===== src/rtl/booth_divider.sv =====
// Sequential signed divider: one restoring-division quotient bit per clock
// on operand magnitudes, followed by a sign fix-up cycle.
//
// Ports:
//   clk, rst_n        rising-edge clock, async active-low reset
//   start             begin operation (accepted only while busy==0)
//   dividend, divisor signed operands, sampled on the accept edge
//   busy              high in CALC and FIX
//   done              one-cycle pulse in FIN; results valid from then on
//   quotient          signed quotient, truncated toward zero
//   remainder         signed remainder, sign follows the dividend
//   div_by_zero       set with done for a zero divisor, held until next accept
module booth_divider #(
    parameter int WIDTH = 6,
    parameter int CNT_W = 3
) (
    input  logic             clk,
    input  logic             rst_n,
    input  logic             start,
    input  logic [WIDTH-1:0] dividend,
    input  logic [WIDTH-1:0] divisor,
    output logic             busy,
    output logic             done,
    output logic [WIDTH-1:0] quotient,
    output logic [WIDTH-1:0] remainder,
    output logic             div_by_zero
);

    typedef enum logic [1:0] {
        IDLE,
        CALC,
        FIX,
        FIN
    } state_t;

    state_t             state;
    logic [CNT_W-1:0]   cnt;
    logic               sdd;
    logic               sdv;
    logic [WIDTH-1:0]   dvm;
    logic [WIDTH-1:0]   qr;
    logic [WIDTH:0]     rr;

    logic [WIDTH-1:0]   dd_mag;
    logic [WIDTH-1:0]   dv_mag;
    logic [WIDTH:0]     rsh;
    logic [WIDTH+1:0]   diff;
    logic               accept;

    // Magnitude of the most negative value wraps to 2**(WIDTH-1),
    // which is correct when read as unsigned.
    always_comb begin
        dd_mag = dividend[WIDTH-1] ? -dividend : dividend;
        dv_mag = divisor[WIDTH-1] ? -divisor : divisor;
    end

    // Partial remainder shifted left with the next dividend bit from Q.
    // The extra top bit of diff is the borrow of the trial subtraction.
    always_comb begin
        rsh  = {rr[WIDTH-1:0], qr[WIDTH-1]};
        diff = {1'b0, rsh} - {2'b00, dvm};
    end

    assign accept = start && (state == IDLE || state == FIN);

    always_ff @(posedge clk or negedge rst_n) begin
        if (!rst_n) begin
            state       <= IDLE;
            cnt         <= '0;
            sdd         <= 1'b0;
            sdv         <= 1'b0;
            dvm         <= '0;
            qr          <= '0;
            rr          <= '0;
            busy        <= 1'b0;
            done        <= 1'b0;
            quotient    <= '0;
            remainder   <= '0;
            div_by_zero <= 1'b0;
        end else begin
            done <= 1'b0;
            unique case (state)
                IDLE, FIN: begin
                    if (accept) begin
                        sdd         <= dividend[WIDTH-1];
                        sdv         <= divisor[WIDTH-1];
                        dvm         <= dv_mag;
                        qr          <= dd_mag;
                        rr          <= '0;
                        cnt         <= CNT_W'(WIDTH);
                        div_by_zero <= 1'b0;
                        if (divisor == '0) begin
                            // Zero divisor skips the datapath entirely.
                            state       <= FIN;
                            done        <= 1'b1;
                            quotient    <= '1;
                            remainder   <= dividend;
                            div_by_zero <= 1'b1;
                        end else begin
                            state <= CALC;
                            busy  <= 1'b1;
                        end
                    end else begin
                        state <= IDLE;
                    end
                end
                CALC: begin
                    if (diff[WIDTH+1]) begin
                        rr <= rsh;
                    end else begin
                        rr <= diff[WIDTH:0];
                    end
                    qr  <= {qr[WIDTH-2:0], ~diff[WIDTH+1]};
                    cnt <= cnt - CNT_W'(1);
                    if (cnt == CNT_W'(1)) begin
                        state <= FIX;
                    end
                end
                FIX: begin
                    quotient  <= (sdd ^ sdv) ? -qr : qr;
                    remainder <= sdd ? -rr[WIDTH-1:0] : rr[WIDTH-1:0];
                    busy      <= 1'b0;
                    done      <= 1'b1;
                    state     <= FIN;
                end
                default: begin
                    state <= IDLE;
                end
            endcase
        end
    end

endmodule


===== config.mk =====
export PLATFORM = sky130hd
export DESIGN_NAME = booth_divider
export DESIGN_NICKNAME = d
export VERILOG_FILES = /design/src/rtl/booth_divider.sv
export SDC_FILE = /design/constraint.sdc
export NUM_CORES = 1
export LEC_CHECK = 0
export BUFFER_PORTS_ARGS = -buffer_cell sky130_fd_sc_hd__buf_2
export CAP_MARGIN = 10
export CORE_MARGIN = 3
export CORE_UTILIZATION = 60
export DETAILED_ROUTE_END_ITERATION = 10
export GPL_TIMING_DRIVEN = 1
export PLACE_DENSITY = 0.88
export SLEW_MARGIN = 25
export SYNTH_ARGS = -nofsm -noshare
export SYNTH_HDL_FRONTEND = slang
export SYNTH_SLANG_ARGS = --single-unit

===== constraint.sdc =====
create_clock -name clk -period 5.28 [get_ports clk]
set_input_delay 1.32 -clock clk [delete_from_list [all_inputs] [get_ports clk]]
set_output_delay 1.32 -clock clk [all_outputs]
set_load 0.02 [all_outputs]

==> flow_summary.yaml, run 1 <==
die:
  core_um2: 3799
  io_pins: 30
  dieArea_um2: 4868
  die_w_um: 69.77
  die_h_um: 69.77
  start_util: 0.6423
  num_rows: 22
yosys:
  synth_top_cell_by_area: "dfrtp_1"
  synth_area_um2: 2440
  yosys.area.top_type_share: 0.4103
  synth-edff-count: 0
  synth_area_leaders: "dfrtp_1 41%, ha_1 7.2%, o21ai_0 4.1%"
  synth_ff_type: "dfrtp_1"
  ys_seq_area_frac: 0.4103
  synth.ff_latch_count: 40
  synth.distinct_cells: 47
  post_synth_inst_count: 259
  synth-async-reset-ratio: 1.000
  synth.avg_cell_area_um2: 9.420
  ys.warnings.count: 0
  syn_nets: 289
grt:
  grt_pass1_wl_um: 9156
  grt_pass1_vias: 1944
  antenna_found_initial: 0
  overflow: 0
  grt_usage: 0.2361
  grt_max_degree: 41
clocking:
  cts-htree-levels: 2
  clock-sinks: 40
  clk_pin_slew_worst_paths_ps: 80
  post-cts-setup-buffers: 0
  cts_tree: "built"
  clock_path_buffers: 2
  cts_root_buf: "clkbuf_8"
  worstSkewPairLatency_ps: 300
  cts_made_buffers: 5
  ctsHoldBuffers: 0
  post_cts_resized: 0
drt:
  vias: 2068
  final_antenna_net_count: 0
  wl_per_cell_um: 16.25
  drt_pre_antenna_iters: 6
  drtIter0Drc: 116
  vias_per_cell: 6.155
  drc: 0
  wl_um: 5460
layout:
  drive_gt1_frac: 0.1736
  final_cell_mix: "40 x dfrtp_1, 29 x buf_2, 25 x inv_1"
  layout_commonest_cell: "dfrtp_1"
  area_delta_synth_final_pct: 11.38
  postLayoutCoreUtil: 0.7154
  final_cells: 336
  num_antenna_cells: 0
  nets: 317
  fillers: 286
timing:
  min_period_ps: 3064
  tightest_slew_ps: 886.5
  skew_ps: 7.495
  min_period_over_period: 0.5804
  tns_ps: 0
  slew_headroom: 0.4090
  rsz0062_at_grt: "false"
  max_freq_mhz: 326.3
  hold_viol: 0
  slew_viol_final: 0
  setup_viol: 0
pwr:
  ir_drop_mv: 0.3843
  power.leakage_nw: 1.245
  power_w: 0.001896
  power.switching_w: 0.0008777
  power_frac_clock: 0.132
  p_sw_frac: 0.4629
  pwr-share-seq: 0.292
  pwr_density_cell_nw_per_um2: 697.7
  p_int_w: 0.001019
  p_comb_frac: 0.576
critical_path:
  cp-start-kind: "primary input"
  end_kind: "flop"
  critPathArrivalTime_ps: 3310
  r2r-end: "rr[5]$_DFFE_PN0P_"
  worstPathMaxFanout: 24
  timing.rr.start: "state[0]$_DFFE_PN0P_"
  critPathRequiredTime_ps: 5520
  r2r_cells: 7
  crit_type: "in -> reg"
  rrSetupSlack_ps: 2240
status:
  status: "completed"
hold_path:
  holdPathStages: 2
  whs_endpoint: "dvm[3]$_DFFE_PN0P_"
  min_path_type: "reg -> reg"
  worstHoldStart: "dvm[3]$_DFFE_PN0P_"
place:
  place_inst: 328
  dp_hpwl_um: 3997
  io_buffers: 29
  gp_congestion: 0.8490
flow_run:
  max-cap-violations: 0
==> stage by stage <==
stage / cell area (um^2) / hold WS, ps / setup slack [ps]
final: 2718 / 486.3 / 2216
after global placement: 2610 / 455.4 / 2116
after global routing: 2718 / 508.8 / 2027
after detailed placement: 2610 / 471.0 / 1967
after CTS: 2718 / 487.6 / 2271
after floorplan: 2440 / 449.8 / 2645
==> worst max-delay path by stage <==
stage | start | endpoint | slack (ps) | cells past startpoint
2_1_floorplan | divisor[0] | remainder[4]$_DFFE_PN0P_ | 2640 | 7
3_3_place_gp | start | rr[5]$_DFFE_PN0P_ | 2120 | 6
3_5_place_dp | start | rr[5]$_DFFE_PN0P_ | 1970 | 6
4_1_cts | start | rr[5]$_DFFE_PN0P_ | 2270 | 6
5_1_grt | state[0]$_DFFE_PN0P_ | rr[5]$_DFFE_PN0P_ | 2030 | 7
6_report | start | rr[5]$_DFFE_PN0P_ | 2220 | 6
==> worst max-delay path: stages <==
cell and delay (ps):
buf_2 120, nand2_1 450, o21ai_1 540, nand2_1 380
a211oi_1 320, a22o_1 170
==> state kept, by name, summed over array words and instances (netlist names) <==
signal	count
busy	1
cnt	3
div_by_zero	1
done	1
dvm	6
qr	6
quotient	6
remainder	6
rr	6
sdd	1
sdv	1
state	2
==> Yosys cell counts (2+ instances only) <==
| library cell | n |
|---|---|
| dfrtp_1 | 40 |
| inv_1 | 25 |
| nand2_1 | 22 |
| nor2_1 | 21 |
| o21ai_0 | 20 |
| ha_1 | 14 |
| a21oi_1 | 12 |
| o22ai_1 | 10 |
| nor3_1 | 9 |
| xnor2_1 | 9 |
| xor2_1 | 9 |
| o22a_1 | 7 |
| mux2i_1 | 6 |
| buf_2 | 4 |
| clkbuf_1 | 4 |
| nand3_1 | 4 |
| mux2_2 | 3 |
| nor2b_1 | 3 |
| o211ai_1 | 3 |
| a211oi_1 | 2 |
| a31oi_1 | 2 |
| nand2_2 | 2 |
| nand2b_1 | 2 |
| o31ai_1 | 2 |
| or3_1 | 2 |
==> area by class of cell <==
cell class	count	area, um^2	share of cell area
clock buffers	6	72.57	0.02670
multi-input cells	186	1310	0.4820
clock inverters	2	35.03	0.01289
repair buffers	29	145.1	0.05341
inverters	25	93.84	0.03453
well taps	48	60.06	0.02210
flip-flops and latches	40	1001	0.3683
==> metal layers <==
metal | GRT usage | vias to the layer above | share of wire
li1 | - | 967 | -
met3 | 0.06087 | 14 | 0.080
met2 | 0.3589 | 102 | 0.46
met1 | 0.3244 | 985 | 0.44
met5 | 0 | - | 0
met4 | 0.08723 | 0 | 0.022
==> power groups by stage <==
stage / clock [W] / combinational, W / sequential, W
global route: 0.000265 / 0.00120 / 0.000570
global placement: 0 / 0.00103 / 0.000548
floorplan: 0 / 0.000791 / 0.000582
detailed placement: 0 / 0.00107 / 0.000554
finish: 0.000251 / 0.00109 / 0.000553
CTS: 0.000250 / 0.00109 / 0.000549
==> cell families (layout without fill, tap and decap cells) <==
group / count (synthesis) / after routing / share of synthesized area
adder cells (fa/ha/maj): 15 / 15 / 0.08000
AND/OR/NAND/NOR: 71 / 71 / 0.1436
AO/OA/AOI/OAI: 73 / 73 / 0.2103
buffers and inverters: 33 / 62 / 0.05282
XOR/XNOR: 18 / 18 / 0.06462
multiplexers: 9 / 9 / 0.03846
flip-flops: 40 / 40 / 0.4103
No activity file was read; power rests on OpenSTA's default activity.
==> inputs of run 2 (changes only) <==
--- a/config.mk
+++ b/config.mk
@@ -8,10 +8,10 @@
 export BUFFER_PORTS_ARGS = -buffer_cell sky130_fd_sc_hd__buf_2
 export CAP_MARGIN = 10
 export CORE_MARGIN = 3
-export CORE_UTILIZATION = 60
+export CORE_UTILIZATION = 58
 export DETAILED_ROUTE_END_ITERATION = 10
 export GPL_TIMING_DRIVEN = 1
-export PLACE_DENSITY = 0.88
+export PLACE_DENSITY = 0.86
 export SLEW_MARGIN = 25
 export SYNTH_ARGS = -nofsm -noshare
 export SYNTH_HDL_FRONTEND = slang
==> constraint.sdc (replaced) <==
create_clock -name clk -period 3.1 [get_ports clk]
set_input_delay 0.775 -clock clk [delete_from_list [all_inputs] [get_ports clk]]
set_output_delay 0.775 -clock clk [all_outputs]
set_load 0.02 [all_outputs]
==> run 2 against run 1 <==
Net effect: via count down 6.7%; setup slack got worse by 1200 ps; final cell count rose by 0.30%; power increased by 66%; die area up 3.1%; critical endpoint unchanged; combinational power up 68%; hold slack worse by 6.1 ps; clock power is 50% higher; count of clock-buffer cells in the layout up 1; routed wire length is 5.8% lower.
==> flow_summary.yaml, run 2 (same netlist as run 1, synthesis figures left out) <==
layout:
  multi_input_area_um2: 1310
  drive_gt1_frac: 0.1799
  final_cells: 337
  postLayoutCoreUtil: 0.7062
  regArea_um2: 1001
  nets: 319
  layout_commonest_cell: "dfrtp_1"
  area_delta_synth_final_pct: 11.54
  num_antenna_cells: 0
  fillers: 306
  final_cell_mix: "40 x dfrtp_1, 29 x buf_2, 25 x inv_1"
drt:
  wl_per_cell_um: 15.27
  wl_um: 5146
  drc: 0
  vias_per_cell: 5.724
  drtIter0Drc: 193
  drt_pre_antenna_iters: 4
  vias: 1929
  final_antenna_net_count: 0
critical_path:
  critPathSlowestCell: "dfrtp_1"
  critical_path.endpoint: "rr[5]$_DFFE_PN0P_"
  end_kind: "flop"
  critPathRequiredTime_ps: 3330
  crit_chain: "inv_1, ha_1, inv_1, o21ai_1, nand2_1, a211oi_1, a22o_1"
  cp-start-kind: "flop"
  cp.buffers_inverters: 2
  slowest_delay_ps: 400
  critPathArrivalTime_ps: 2290
  r2r_cells: 7
  rrSetupSlack_ps: 1050
  worstSetupStartpoint: "state[1]$_DFFE_PN0P_"
  cpMostUsedCell: "inv_1"
  worstPathMaxFanout: 12
  cp.depth: 7
  timing.rr.start: "state[1]$_DFFE_PN0P_"
  crit_family: "compound AO/OA/AOI/OAI gates"
  r2r-end: "rr[5]$_DFFE_PN0P_"
  crit_type: "reg -> reg"
timing:
  min_period_ps: 2054
  rsz0062_at_grt: "false"
  min_period_over_period: 0.6627
  hold_viol: 0
  tns_ps: 0
  slew_viol_final: 0
  slew_headroom: 0.4089
  tightest_slew_ps: 886.6
  max_freq_mhz: 486.8
  setup_viol: 0
  skew_ps: 5.132
  timing.hold.ws_ps: 480.3
place:
  place_inst: 330
  gp_congestion: 0.8588
  dp_hpwl_um: 3783
  io_buffers: 29
status:
  status: "completed"
die:
  io_pins: 30
  num_rows: 22
  core_um2: 3854
  start_util: 0.6331
  die_h_um: 70.86
  die_w_um: 70.86
  dieArea_um2: 5021
pwr:
  power.leakage_nw: 1.249
  pwr_density_cell_nw_per_um2: 1156
  power.switching_w: 0.001430
  ir_drop_mv: 0.5715
  p_int_w: 0.001715
  pwr-share-seq: 0.298
  power_frac_clock: 0.120
  p_sw_frac: 0.4547
  p_comb_frac: 0.583
grt:
  grt_max_degree: 41
  antenna_found_initial: 0
  overflow: 0
  grt_pass1_vias: 1854
  grt_usage: 0.2229
  grt_pass1_wl_um: 8907
clocking:
  post_cts_resized: 0
  cts_tree: "built"
  worstSkewPairLatency_ps: 290
  clk_pin_slew_worst_paths_ps: 80
  post-cts-setup-buffers: 0
  ctsHoldBuffers: 0
  clock-sinks: 40
  clock_path_buffers: 2
  cts_root_buf: "clkbuf_8"
  cts_made_buffers: 5
  cts-htree-levels: 2
flow_run:
  max-cap-violations: 0
hold_path:
  min_path_type: "reg -> reg"
## run 2: changes by cell type in the layout (fill, tap and decap cells not counted), sizes merged
cell | previous run | this run
buf | 29 | 31
bufinv | 1 | 0
clkbuf | 6 | 7
clkinv | 1 | 0
## run 2: cell type report
cell class,count,area share
repair buffers,31,0.05885
clock buffers,7,0.03540
inverters,25,0.03448
well taps,48,0.02207
flip-flops and latches,40,0.3678
multi-input cells,186,0.4814
## run 2: power groups by stage
| stage | Combinational, W | Clock (W) | Sequential, W |
|---|---|---|---|
| detailed placement | 0.00182 | 0 | 0.000946 |
| global route | 0.00204 | 0.000408 | 0.000969 |
| CTS | 0.00184 | 0.000388 | 0.000936 |
| finish | 0.00183 | 0.000376 | 0.000937 |
| floorplan | 0.00135 | 0 | 0.000991 |
| global placement | 0.00178 | 0 | 0.000936 |
## run 2: how the worst min path moves through the flow
stage                        startpoint                       end  slack [ps]  cells after the start
2_1_floorplan        dvm[1]$_DFFE_PN0P_        dvm[1]$_DFFE_PN0P_         450                      2
3_3_place_gp   remainder[2]$_DFFE_PN0P_  remainder[2]$_DFFE_PN0P_         460                      2
3_5_place_dp    div_by_zero$_DFFE_PN0P_   div_by_zero$_DFFE_PN0P_         460                      2
4_1_cts        remainder[2]$_DFFE_PN0P_  remainder[2]$_DFFE_PN0P_         490                      2
5_1_grt              dvm[3]$_DFFE_PN0P_        dvm[3]$_DFFE_PN0P_         500                      2
6_report       remainder[2]$_DFFE_PN0P_  remainder[2]$_DFFE_PN0P_         480                      2
## run 2: layer usage
metal / global-route usage / up-vias / wire, um
met2: 0.3399 / 70 / 2273
met5: 0 / - / 0
met4: 0.05219 / 0 / 29
li1: - / 976 / -
met3: 0.06676 / 4 / 421
met1: 0.3142 / 879 / 2421
## run 2: metrics by stage
stage	area [um^2]	setup WS, ps	total power (W)
2_1_floorplan	2440	1010	0.002337
3_3_place_gp	2625	775.9	0.002719
3_5_place_dp	2625	754.7	0.002763
4_1_cts	2721	1067	0.003160
5_1_grt	2721	800.6	0.003420
6_report	2721	1046	0.003145
## run 2: tightest hold or removal path, stage by stage (launching register included)
cell	delay, ps
dfrtp_1	340
nand2_1	40
o21ai_0	60
==> inputs of run 3 (changes only) <==
--- a/config.mk
+++ b/config.mk
@@ -5,13 +5,14 @@
 export SDC_FILE = /design/constraint.sdc
 export NUM_CORES = 1
 export LEC_CHECK = 0
+export ABC_AREA = 1
 export BUFFER_PORTS_ARGS = -buffer_cell sky130_fd_sc_hd__buf_2
 export CAP_MARGIN = 10
 export CORE_MARGIN = 3
-export CORE_UTILIZATION = 58
+export CORE_UTILIZATION = 53
 export DETAILED_ROUTE_END_ITERATION = 10
 export GPL_TIMING_DRIVEN = 1
-export PLACE_DENSITY = 0.86
+export PLACE_DENSITY = 0.83
 export SLEW_MARGIN = 25
 export SYNTH_ARGS = -nofsm -noshare
 export SYNTH_HDL_FRONTEND = slang
==> constraint.sdc (replaced) <==
create_clock -name clk -period 1.7 [get_ports clk]
set_input_delay 0.425 -clock clk [delete_from_list [all_inputs] [get_ports clk]]
set_output_delay 0.425 -clock clk [all_outputs]
set_load 0.02 [all_outputs]
==> run 3 against run 2 <==
Net effect: utilization fell by 4.7 points; flip-flop and latch count did not move; power rose by 88%; die area rose by 12%; critical endpoint is now qr[3]$_DFFE_PN0P_.
==> flow_summary.yaml, run 3 <==
drt:
  met2_length_um: 2585
  drtIter0Drc: 155
  highest_layer: "met4"
  vias_per_cell: 5.329
  wl_um: 5570
  wl_per_cell_um: 13.08
  wl_met1_um: 2574
  vias: 2270
  final_antenna_net_count: 0
  dr_wl_met3_um: 339
  drc: 0
  drt_pre_antenna_iters: 4
critical_path:
  worstPathMaxFanout: 10
  critPathArrivalTime_ps: 1780
  critPathRequiredTime_ps: 1880
  end_kind: "flop"
  r2r_cells: 8
  cp-start-kind: "flop"
  rrSetupSlack_ps: 100
  r2r-end: "qr[3]$_DFFE_PN0P_"
  timing.rr.start: "state[0]$_DFFE_PN0P_"
  crit_type: "reg -> reg"
pwr:
  power_frac_clock: 0.106
  pwr-share-seq: 0.277
  power.leakage_nw: 1.526
  p_sw_frac: 0.4801
  p_comb_frac: 0.617
  power.switching_w: 0.002841
  pwr_density_cell_nw_per_um2: 2006
  ir_drop_mv: 1.273
  p_int_w: 0.003077
die:
  core_um2: 4474
  io_pins: 30
  dieArea_um2: 5610
  start_util: 0.5624
  die_h_um: 74.90
  num_rows: 24
  die_w_um: 74.90
place:
  io_buffers: 29
  dp_slack_ps: -9.975
  dp_hpwl_um: 4268
  gp_congestion: 0.9045
yosys:
  synth.ff_latch_count: 40
  ys_seq_area_frac: 0.3978
  synth.avg_cell_area_um2: 7.648
  yosys.area.top_type_share: 0.3978
  yosys.area_share.simple: 0.2730
  synth_area_um2: 2516
  synth.distinct_cells: 31
  ys.warnings.count: 0
  yosysMostFrequentCell: "nand2_1"
  post_synth_inst_count: 329
  synth_common_cells: "93 x nand2_1, 42 x inv_1, 40 x dfrtp_1"
  syn_nets: 359
  synthXorXnorAreaFrac: 0.03481
  synth_top_cell_by_area: "dfrtp_1"
  synth_compound_area_frac: 0.1283
  synth-edff-count: 0
  synth_ff_type: "dfrtp_1"
  synthMuxAreaShare: 0
  synthAdderAreaFrac: 0.07757
  synth_top_family_by_area: "simple AND/OR/NAND/NOR gates"
  synth_area_leaders: "dfrtp_1 40%, nand2_1 14%, ha_1 7.0%"
  synth-async-reset-ratio: 1.000
timing:
  skew_ps: 10.27
  setup_viol: 0
  max_freq_mhz: 625.1
  setup_slack_ps: 100.2
  hold_viol: 0
  slew_viol_final: 0
  min_period_ps: 1600
  min_period_over_period: 0.9411
  tns_ps: 0
  slew_headroom: 0.7186
  tightest_slew_ps: 420.5
clocking:
  cts-htree-levels: 2
  ctsHoldBuffers: 0
  cts_made_buffers: 5
  cts_tree: "built"
  worstSkewPairLatency_ps: 300
  clk_pin_slew_worst_paths_ps: 80
  clock-sinks: 40
  cts_root_buf: "clkbuf_8"
  post-cts-setup-buffers: 0
  clock_path_buffers: 2
grt:
  grt_pass1_wl_um: 8942
  antenna_found_initial: 0
  grt_max_degree: 25
  grt_usage: 0.2095
  grt_pass1_vias: 2045
  overflow: 0
layout:
  nets: 403
  area_delta_synth_final_pct: 17.26
  layout_commonest_cell: "nand2_1"
  num_antenna_cells: 0
  final_cell_mix: "92 x nand2_1, 40 x inv_1, 40 x dfrtp_1"
  drive_gt1_frac: 0.1952
hold_path:
  min_path_type: "in -> async"
flow_run:
  max-cap-violations: 0
status:
  status: "completed"
## run 3: cell types whose count changed in the layout (fill, tap and decap cells not counted), moves of 4 or more
cell and change:
inv_1 +15, o22ai_1 -10, nor3_1 -6, xnor2_1 -8
nand2_1 +70, mux2i_1 -6, buf_4 +11, nand3_1 +19
ha_4 +4, o22a_1 -7, ha_1 -4, inv_2 +5
nor2_1 +10
## run 3: final cells by class
type | count | area (um^2)
Fill cell | 386 | 1524
Multi-Input combinational cell | 237 | 1356
Sequential cell | 40 | 1001
Timing Repair Buffer | 43 | 262.8
Inverter | 46 | 177.7
Clock buffer | 5 | 68.82
Tap cell | 52 | 65.06
Clock inverter | 3 | 18.77
## run 3: how the worst max path moves through the flow
stage | startpoint | end | slack (ps) | cells after the start
after global routing | dvm[2]$_DFFE_PN0P_ | rr[4]$_DFFE_PN0P_ | -10 | 9
final | state[0]$_DFFE_PN0P_ | qr[3]$_DFFE_PN0P_ | 100 | 8
after CTS | state[0]$_DFFE_PN0P_ | qr[3]$_DFFE_PN0P_ | 50 | 8
after detailed placement | state[0]$_DFFE_PN0P_ | quotient[4]$_DFFE_PN0P_ | -10 | 9
after floorplan | state[0]$_DFFE_PN0P_ | qr[4]$_DFFE_PN0P_ | 120 | 8
after global placement | state[0]$_DFFE_PN0P_ | quotient[2]$_DFFE_PN0P_ | 70 | 9
## run 3: what timing repair did
action,4_1_cts,5_1_grt
cloned,0,0
pin swaps,0,3
endpoints found under the setup margin,3,20
resized for setup,1,11
## run 3: through the flow
stage / area (um^2) / hold WS [ps] / total power (W) / utilization / cells
2_1_floorplan: 2516 / 129.4 / 0.004148 / - / 329
3_3_place_gp: 2799 / 381.4 / 0.004987 / 0.6256 / 418
3_5_place_dp: 2799 / 379.1 / 0.005098 / 0.6256 / 418
4_1_cts: 2889 / 51.69 / 0.005746 / 0.6457 / 426
5_1_grt: 2950 / 55.78 / 0.006474 / 0.6594 / 426
6_report: 2950 / 38.40 / 0.005918 / 0.6594 / 426
## run 3: logic make-up (layout without fill, tap and decap cells)
kind of cell    count (synthesis)  count (layout)
compound gates                 51              51
xor+xnor                       10              10
fa+ha+maj                      15              15
buf+inv                        52              97
flops                          40              40
simple gates                  161             161
## run 3: routing by layer
layer	up-vias	GRT usage
met3	7	0.04806
li1	1146	-
met4	0	0.05138
met2	57	0.3395
met1	1060	0.2845
met5	-	0
## run 3: worst max-delay path: stages (launching register included)
cell and delay (ps):
dfrtp_1 390, inv_1 120, ha_4 240, nand2_4 120, o21ai_4 80, nand2_1 110, inv_2 120, a22oi_1 180
o21ai_0 130
## run 3: power groups by stage
| stage | registers, W | logic, W | clock network, W |
|---|---|---|---|
| 5_1_grt | 0.00169 | 0.00413 | 0.000663 |
| 3_5_place_dp | 0.00164 | 0.00346 | 0 |
| 6_report | 0.00164 | 0.00365 | 0.000627 |
| 4_1_cts | 0.00162 | 0.00349 | 0.000632 |
| 2_1_floorplan | 0.00178 | 0.00237 | 0 |
| 3_3_place_gp | 0.00162 | 0.00337 | 0 |
